`config.mk`:
```
export PLATFORM = sky130hd
export DESIGN_NAME = mem_test_ctrl
export DESIGN_NICKNAME = d
export VERILOG_FILES = /design/src/rtl/mem_test_pkg.sv /design/src/rtl/mem_test_patt.sv /design/src/rtl/mem_test_ctrl.sv
export SDC_FILE = /design/constraint.sdc
export NUM_CORES = 1
export LEC_CHECK = 0
export BUFFER_PORTS_ARGS = -buffer_cell sky130_fd_sc_hd__buf_2
export CAP_MARGIN = 20
export CORE_MARGIN = 2
export CORE_UTILIZATION = 40
export DETAILED_ROUTE_END_ITERATION = 12
export GPL_TIMING_DRIVEN = 0
export PLACE_DENSITY = 0.75
export SLEW_MARGIN = 20
export SYNTH_ARGS = -nofsm -noshare
export SYNTH_HDL_FRONTEND = slang
export SYNTH_SLANG_ARGS = --single-unit
```
`constraint.sdc`:
```
create_clock -name clk -period 5.89 [get_ports clk]
set_input_delay 0.8835 -clock clk [delete_from_list [all_inputs] [get_ports clk]]
set_output_delay 0.8835 -clock clk [all_outputs]
set_load 0.05 [all_outputs]
```
`src/rtl/mem_test_pkg.sv`:
```
// Shared types and constants for the memory test engine.
package mem_test_pkg;
  localparam int unsigned DRAIN_CYCLES = 16;
  localparam int unsigned CNT_W        = 16;

  typedef enum logic [1:0] {
    MODE_CONST = 2'd0,
    MODE_INCR  = 2'd1,
    MODE_WALK1 = 2'd2,
    MODE_XOR   = 2'd3
  } mode_t;

  typedef enum logic [2:0] {
    ST_IDLE,
    ST_WRITE,
    ST_READ,
    ST_DRAIN,
    ST_DONE
  } state_t;
endpackage

```
`src/rtl/mem_test_patt.sv`:
```
// Test pattern generator: pure function of word index and pattern mode.
module mem_test_patt
  import mem_test_pkg::*;
#(
  parameter int unsigned         DATA_W   = 32,
  parameter int unsigned         IDX_W    = 3,
  parameter logic [DATA_W-1:0]   TST_PATT = DATA_W'(32'h00FFFFFF)
) (
  input  mode_t             i_mode,
  input  logic [IDX_W-1:0]  i_idx,
  output logic [DATA_W-1:0] o_patt
);

  logic [DATA_W-1:0] w_idx_ext;
  logic [DATA_W-1:0] w_walk;

  always_comb begin
    w_idx_ext = DATA_W'(i_idx);
    w_walk    = {{(DATA_W-1){1'b0}}, 1'b1} << (32'(i_idx) % DATA_W);
    o_patt    = TST_PATT;
    case (i_mode)
      MODE_CONST: o_patt = TST_PATT;
      MODE_INCR:  o_patt = w_idx_ext;
      MODE_WALK1: o_patt = w_walk;
      MODE_XOR:   o_patt = w_idx_ext ^ TST_PATT;
      default:    o_patt = TST_PATT;
    endcase
  end

endmodule

```
`src/rtl/mem_test_ctrl.sv`:
```
// Self-checking memory test engine: writes NUM_WORDS pattern words, reads
// them back, checks every returned beat in order and reports the outcome.
module mem_test_ctrl
  import mem_test_pkg::*;
#(
  parameter int unsigned       DATA_W    = 32,
  parameter int unsigned       ADDR_W    = 24,
  parameter int unsigned       CMP_W     = 24,
  parameter int unsigned       NUM_WORDS = 6,
  parameter logic [ADDR_W-1:0] BASE_ADDR = '0,
  parameter logic [DATA_W-1:0] TST_PATT  = DATA_W'(32'h00FFFFFF),
  parameter int unsigned       TIMEOUT   = 1024
) (
  input  logic              clk,
  input  logic              reset,
  input  logic              start,
  input  logic [1:0]        mode,
  input  logic              wr_rdy,
  input  logic              rd_rdy,
  input  logic              rd_data_valid,
  input  logic [DATA_W-1:0] rd_data,
  output logic              wr_en,
  output logic [ADDR_W-1:0] wr_addr,
  output logic [DATA_W-1:0] wr_data,
  output logic              rd_en,
  output logic [ADDR_W-1:0] rd_addr,
  output logic              busy,
  output logic              done,
  output logic              pass,
  output logic              fail,
  output logic [CNT_W-1:0]  err_cnt,
  output logic [ADDR_W-1:0] first_err_addr,
  output logic [CNT_W-1:0]  rd_cnt
);

  localparam int unsigned       IDX_W    = $clog2(NUM_WORDS + 1);
  localparam int unsigned       WAIT_MAX = (TIMEOUT > DRAIN_CYCLES) ? TIMEOUT : DRAIN_CYCLES;
  localparam int unsigned       WAIT_W   = $clog2(WAIT_MAX + 1);
  localparam logic [IDX_W-1:0]  LAST_IDX = IDX_W'(NUM_WORDS - 1);
  localparam logic [IDX_W-1:0]  NUM_IDX  = IDX_W'(NUM_WORDS);
  // Masking instead of slicing keeps the unused high data bits referenced.
  localparam logic [DATA_W-1:0] CMP_MASK = ~({DATA_W{1'b1}} << CMP_W);

  state_t             r_state;
  state_t             w_state_nxt;
  mode_t              r_mode;
  logic [IDX_W-1:0]   r_wi;
  logic [IDX_W-1:0]   r_ri;
  logic [IDX_W-1:0]   r_ci;
  logic [WAIT_W-1:0]  r_wait;
  logic               r_fail;
  logic [CNT_W-1:0]   r_err_cnt;
  logic [CNT_W-1:0]   r_rd_cnt;
  logic [ADDR_W-1:0]  r_first_err_addr;

  logic               w_start_ok;
  logic               w_chk_beat;
  logic               w_mismatch;
  logic               w_last_beat;
  logic               w_timeout;
  logic               w_drain_end;
  logic               w_overrun;
  logic               w_count_beat;
  logic [DATA_W-1:0]  w_wr_patt;
  logic [DATA_W-1:0]  w_chk_patt;

  mem_test_patt #(
    .DATA_W   (DATA_W),
    .IDX_W    (IDX_W),
    .TST_PATT (TST_PATT)
  ) u_wr_patt (
    .i_mode (r_mode),
    .i_idx  (r_wi),
    .o_patt (w_wr_patt)
  );

  mem_test_patt #(
    .DATA_W   (DATA_W),
    .IDX_W    (IDX_W),
    .TST_PATT (TST_PATT)
  ) u_chk_patt (
    .i_mode (r_mode),
    .i_idx  (r_ci),
    .o_patt (w_chk_patt)
  );

  always_comb begin
    w_start_ok   = start && (r_state == ST_IDLE || r_state == ST_DONE);
    w_chk_beat   = rd_data_valid && (r_state == ST_READ);
    w_mismatch   = w_chk_beat && (((rd_data ^ w_chk_patt) & CMP_MASK) != '0);
    w_last_beat  = w_chk_beat && (r_ci == LAST_IDX);
    w_timeout    = (r_state == ST_READ) && !rd_data_valid && (r_wait == WAIT_W'(TIMEOUT - 1));
    w_drain_end  = (r_state == ST_DRAIN) && (r_wait == WAIT_W'(DRAIN_CYCLES - 1));
    w_overrun    = rd_data_valid && (r_state inside {ST_WRITE, ST_DRAIN, ST_DONE});
    w_count_beat = rd_data_valid && (r_state != ST_IDLE);
  end

  always_ff @(posedge clk or negedge reset) begin
    if (!reset) r_state <= ST_IDLE;
    else        r_state <= w_state_nxt;
  end

  always_comb begin
    w_state_nxt = r_state;
    case (r_state)
      ST_IDLE, ST_DONE: if (start) w_state_nxt = ST_WRITE;
      ST_WRITE:         if (wr_en && r_wi == LAST_IDX) w_state_nxt = ST_READ;
      ST_READ: begin
        if (w_last_beat)    w_state_nxt = ST_DRAIN;
        else if (w_timeout) w_state_nxt = ST_DONE;
      end
      ST_DRAIN:         if (w_drain_end) w_state_nxt = ST_DONE;
      default:          w_state_nxt = ST_IDLE;
    endcase
  end

  always_comb begin
    wr_en          = (r_state == ST_WRITE) && wr_rdy;
    wr_addr        = (r_state == ST_WRITE) ? BASE_ADDR + ADDR_W'(r_wi) : '0;
    wr_data        = (r_state == ST_WRITE) ? w_wr_patt : '0;
    rd_en          = (r_state == ST_READ) && rd_rdy && (r_ri < NUM_IDX);
    rd_addr        = (r_state == ST_READ) ? BASE_ADDR + ADDR_W'(r_ri) : '0;
    busy           = r_state inside {ST_WRITE, ST_READ, ST_DRAIN};
    done           = (r_state == ST_DONE);
    pass           = (r_state == ST_DONE) && !r_fail;
    fail           = r_fail;
    err_cnt        = r_err_cnt;
    rd_cnt         = r_rd_cnt;
    first_err_addr = r_first_err_addr;
  end

  always_ff @(posedge clk or negedge reset) begin
    if (!reset) begin
      r_mode           <= MODE_CONST;
      r_wi             <= '0;
      r_ri             <= '0;
      r_ci             <= '0;
      r_wait           <= '0;
      r_fail           <= 1'b0;
      r_err_cnt        <= '0;
      r_rd_cnt         <= '0;
      r_first_err_addr <= '0;
    end else begin
      // One counter serves both the read timeout and the drain window.
      if (w_state_nxt != r_state || (r_state == ST_READ && rd_data_valid))
        r_wait <= '0;
      else if (r_state inside {ST_READ, ST_DRAIN})
        r_wait <= r_wait + WAIT_W'(1);

      if (w_start_ok) begin
        r_mode    <= mode_t'(mode);
        r_wi      <= '0;
        r_ri      <= '0;
        r_ci      <= '0;
        r_fail    <= 1'b0;
        r_err_cnt <= '0;
        r_rd_cnt  <= '0;
      end else begin
        if (wr_en)      r_wi <= r_wi + IDX_W'(1);
        if (rd_en)      r_ri <= r_ri + IDX_W'(1);
        if (w_chk_beat) r_ci <= r_ci + IDX_W'(1);
        if (w_count_beat && r_rd_cnt != '1) r_rd_cnt <= r_rd_cnt + CNT_W'(1);
        if (w_mismatch) begin
          r_fail <= 1'b1;
          if (r_err_cnt != '1) r_err_cnt <= r_err_cnt + CNT_W'(1);
          if (r_err_cnt == '0) r_first_err_addr <= BASE_ADDR + ADDR_W'(r_ci);
        end
        if (w_overrun || w_timeout) r_fail <= 1'b1;
      end
    end
  end

endmodule

```
==> run_results.csv <==
group,metric,value,unit
global_route,grt_remaining_overflow,0,
critical_path,critPathMaxFanout,16,
synth,synth_cell_types,54,
synth,synth_flop_cell,"dfrtp_1",
power_and_ir_drop,seqPwrFrac,20.1,%
power_and_ir_drop,clkPwrFrac,17.4,%
synth,netlist_area,4590,um2
global_route,antenna_found_initial,0,
routing,drc,0,
synth,synth_edf_count,0,
timing,rsz0062_at_grt,"no",
timing,slew_violations,0,
timing,setup_violations,0,
synth,synthCells,534,
cts,cts_inserted_buffers,9,
floorplanning,die_height,111,um
cts,insertion_delay,320,ps
layout,drive_gt1_share,31.2,%
layout,nets,778,
layout,n_fill_cell,1111,
cts,cts_setup_buffers,0,
timing,timing.final.crit_share,63.5,%
layout,stdcell_area,5820,um2
timing,tightestPinTransition,913,ps
cts,htreeDepth,3,
critical_path,crit_slowest_cell,"nor2_1",
power_and_ir_drop,p_comb_share,62.5,%
critical_path,crit_path_start,"r_state[0]",
cts,clk_pin_slew_worst_paths,50,ps
routing,vias,4109,
power_and_ir_drop,power_density,485,nW/um2
timing,max_freq,267,MHz
power_and_ir_drop,leakage,3.04,nW
timing,slew_headroom,38.9,%
placement,place_area,5540,um2
power_and_ir_drop,p_switching,1.52,mW
critical_path,endpoint_kind,"output port",
layout,final_common_cell,"buf_2",
global_route,grt_max_degree,62,
global_route,grtUsageTotal,17.7,%
critical_path,ff2ff_setup_slack,2850,ps
cts,hold_buffers,0,
critical_path,critPathTopFamily,"simple AND/OR/NAND/NOR gates",
synth,synth_area_per_cell,8.59,um2
power_and_ir_drop,p_int,1.31,mW
critical_path,crit_type,"flop to output port",
power_and_ir_drop,p_sw_share,53.7,%
floorplanning,dieWidth,111,um
global_route,grt_pass1_vias,3776,
global_route,grt_pass1_wl,18100,um
run,drv_cap,0,
routing,vias_per_cell,4.76,
synth,yosysSeqAreaShare,33.3,%
placement,port_buffers,102,
floorplanning,rows,39,
routing,initialDrtViolationCount,224,
critical_path,worstPathRequired,5010,ps
cts,clk_path_buf_depth,2,
min_path,hp-start,"first_err_addr[2]",
critical_path,path_buf_inv,4,
critical_path,cp.arrival,2860,ps
critical_path,r2r-start,"r_ci[0]",
layout,final_cell_mix,"105 x buf_2, 90 x buf_4, 71 x conb_1, 61 x dfrtp_1, 56 x nor2_1",
critical_path,path_cells,"clkbuf_1 > nand2b_1 > or2_2 > clkbuf_1 > nor2_1 > buf_4 > buf_2",
synth,yosysWarningCount,0,
layout,post-route-util,51.4,%
power_and_ir_drop,ir_drop,0.000610,V
timing,final.setup.tns,0,ps
critical_path,cp_common_cell,"clkbuf_1",
critical_path,critPathMaxStageDelay,740,ps
timing,finalClockSkew,7.53,ps
routing,antenna_left,0,
floorplanning,io_pins,182,
floorplanning,core,11300,um2
cts,cts_tree,"yes",
cts,clock-sinks,61,
critical_path,start_kind,"flop",
routing,drtPass1Iterations,4,
layout,diodes,0,
placement,place.gp.congestion,0.808,
routing,routed_wl,11000,um
cts,cts_resized,0,
placement,hpwl,8310,um
layout,area_growth,26.9,%
min_path,worstHoldPathType,"flop to flop",
status,outcome,"finished, final reports clean",
timing,hold_viol_final,0,
floorplanning,die_area,12300,um2
floorplanning,start_util,40.5,%
timing,min_period,3740,ps
routing,avgRoutedWirePerCell,12.7,um
cts,root_buffer,"clkbuf_16",
synth,synth_seq_cells,61,
synth,async_flop_share,100,%
[power groups by stage]
stage	Clock, mW	Combinational (mW)	Sequential [mW]
6_report	0.492	1.77	0.567
5_1_grt	0.519	1.89	0.577
4_1_cts	0.499	1.78	0.567
3_5_place_dp	0	1.77	0.571
3_3_place_gp	0	1.76	0.569
2_1_floorplan	0	1.35	0.639
[worst reg2reg max path, stage by stage, from the launching register on]
cell and delay, ps:
dfrtp_1 460, ha_1 260, ha_1 210, or4_1 530
a21oi_1 140, o21ai_0 100, o221a_2 170, nor4_4 480
buf_4 260, buf_6 170, o211ai_1 110, o31ai_1 80
[metal layers]
layer | up-vias | GRT usage [%] | wire length [um]
met1 | 1877 | 21.9 | 4640
met3 | 10 | 5.90 | 1010
li1 | 2065 | - | -
met2 | 157 | 29.7 | 5240
met5 | - | 0 | 0
met4 | 0 | 4.94 | 112
[per-stage QoR]
stage	setup slack (ps)	power, mW	hold slack, ps	std cells
3_3_place_gp	2510	2.33	463	849
6_report	2150	2.82	489	864
5_1_grt	1830	2.99	515	864
4_1_cts	2110	2.84	495	864
2_1_floorplan	2350	1.99	511	604
3_5_place_dp	2460	2.34	484	849
[cell families after synthesis]
| kind of cell | after synthesis | share of synthesized area [%] |
|---|---|---|
| buffers and inverters | 124 | 17.9 |
| AO/OA/AOI/OAI | 78 | 11.3 |
| AND/OR/NAND/NOR | 208 | 23.5 |
| flip-flops | 61 | 33.3 |
| other | 1 | 0.0817 |
| adder cells (fa/ha/maj) | 21 | 5.73 |
| multiplexers | 12 | 2.75 |
| XOR/XNOR | 29 | 5.54 |
[cell usage after synthesis (all sizes together), types with 12 or more instances]
cell	n	area [um2]
and3	12	75.1
inv	18	67.6
nand4	14	87.6
nor4	12	90.1
nand2	39	146
a21oi	30	165
dfrtp	61	1530
xor2	13	114
nand3	25	125
ha	21	263
xnor2	16	140
buf	95	711
nor2	56	210
o21ai	19	110
[worst paths after layout]
kind / endpoint / cells after the start
max in group asynchronous: rd_cnt[1] / 1
worst min-delay path: first_err_addr[2] / 1
worst max-delay path: wr_data[10] / 7
worst min register to register: first_err_addr[2] / 1
worst max register to register: err_cnt[9] / 11
min in group asynchronous: rd_cnt[9] / 1
[sequential cells by signal (all words and copies together) (netlist names)]
| name | cells |
|---|---|
| fail | 1 |
| r_ci | 3 |
| err_cnt | 16 |
| r_ri | 3 |
| first_err_addr | 3 |
| r_mode | 2 |
| r_state | 3 |
| rd_cnt | 16 |
| r_wi | 3 |
| r_wait | 11 |
[area by class of cell]
type | count | area [um2] | area share (%)
Timing Repair Buffer | 102 | 513 | 8.81
Inverter | 19 | 71.3 | 1.23
Sequential cell | 61 | 1530 | 26.2
Clock inverter | 1 | 5.00 | 0.0860
Tap cell | 143 | 179 | 3.07
Multi-Input combinational cell | 419 | 2500 | 43.0
Clock buffer | 14 | 274 | 4.71
Buffer | 105 | 748 | 12.9
No activity file was read; power rests on OpenSTA's default activity.
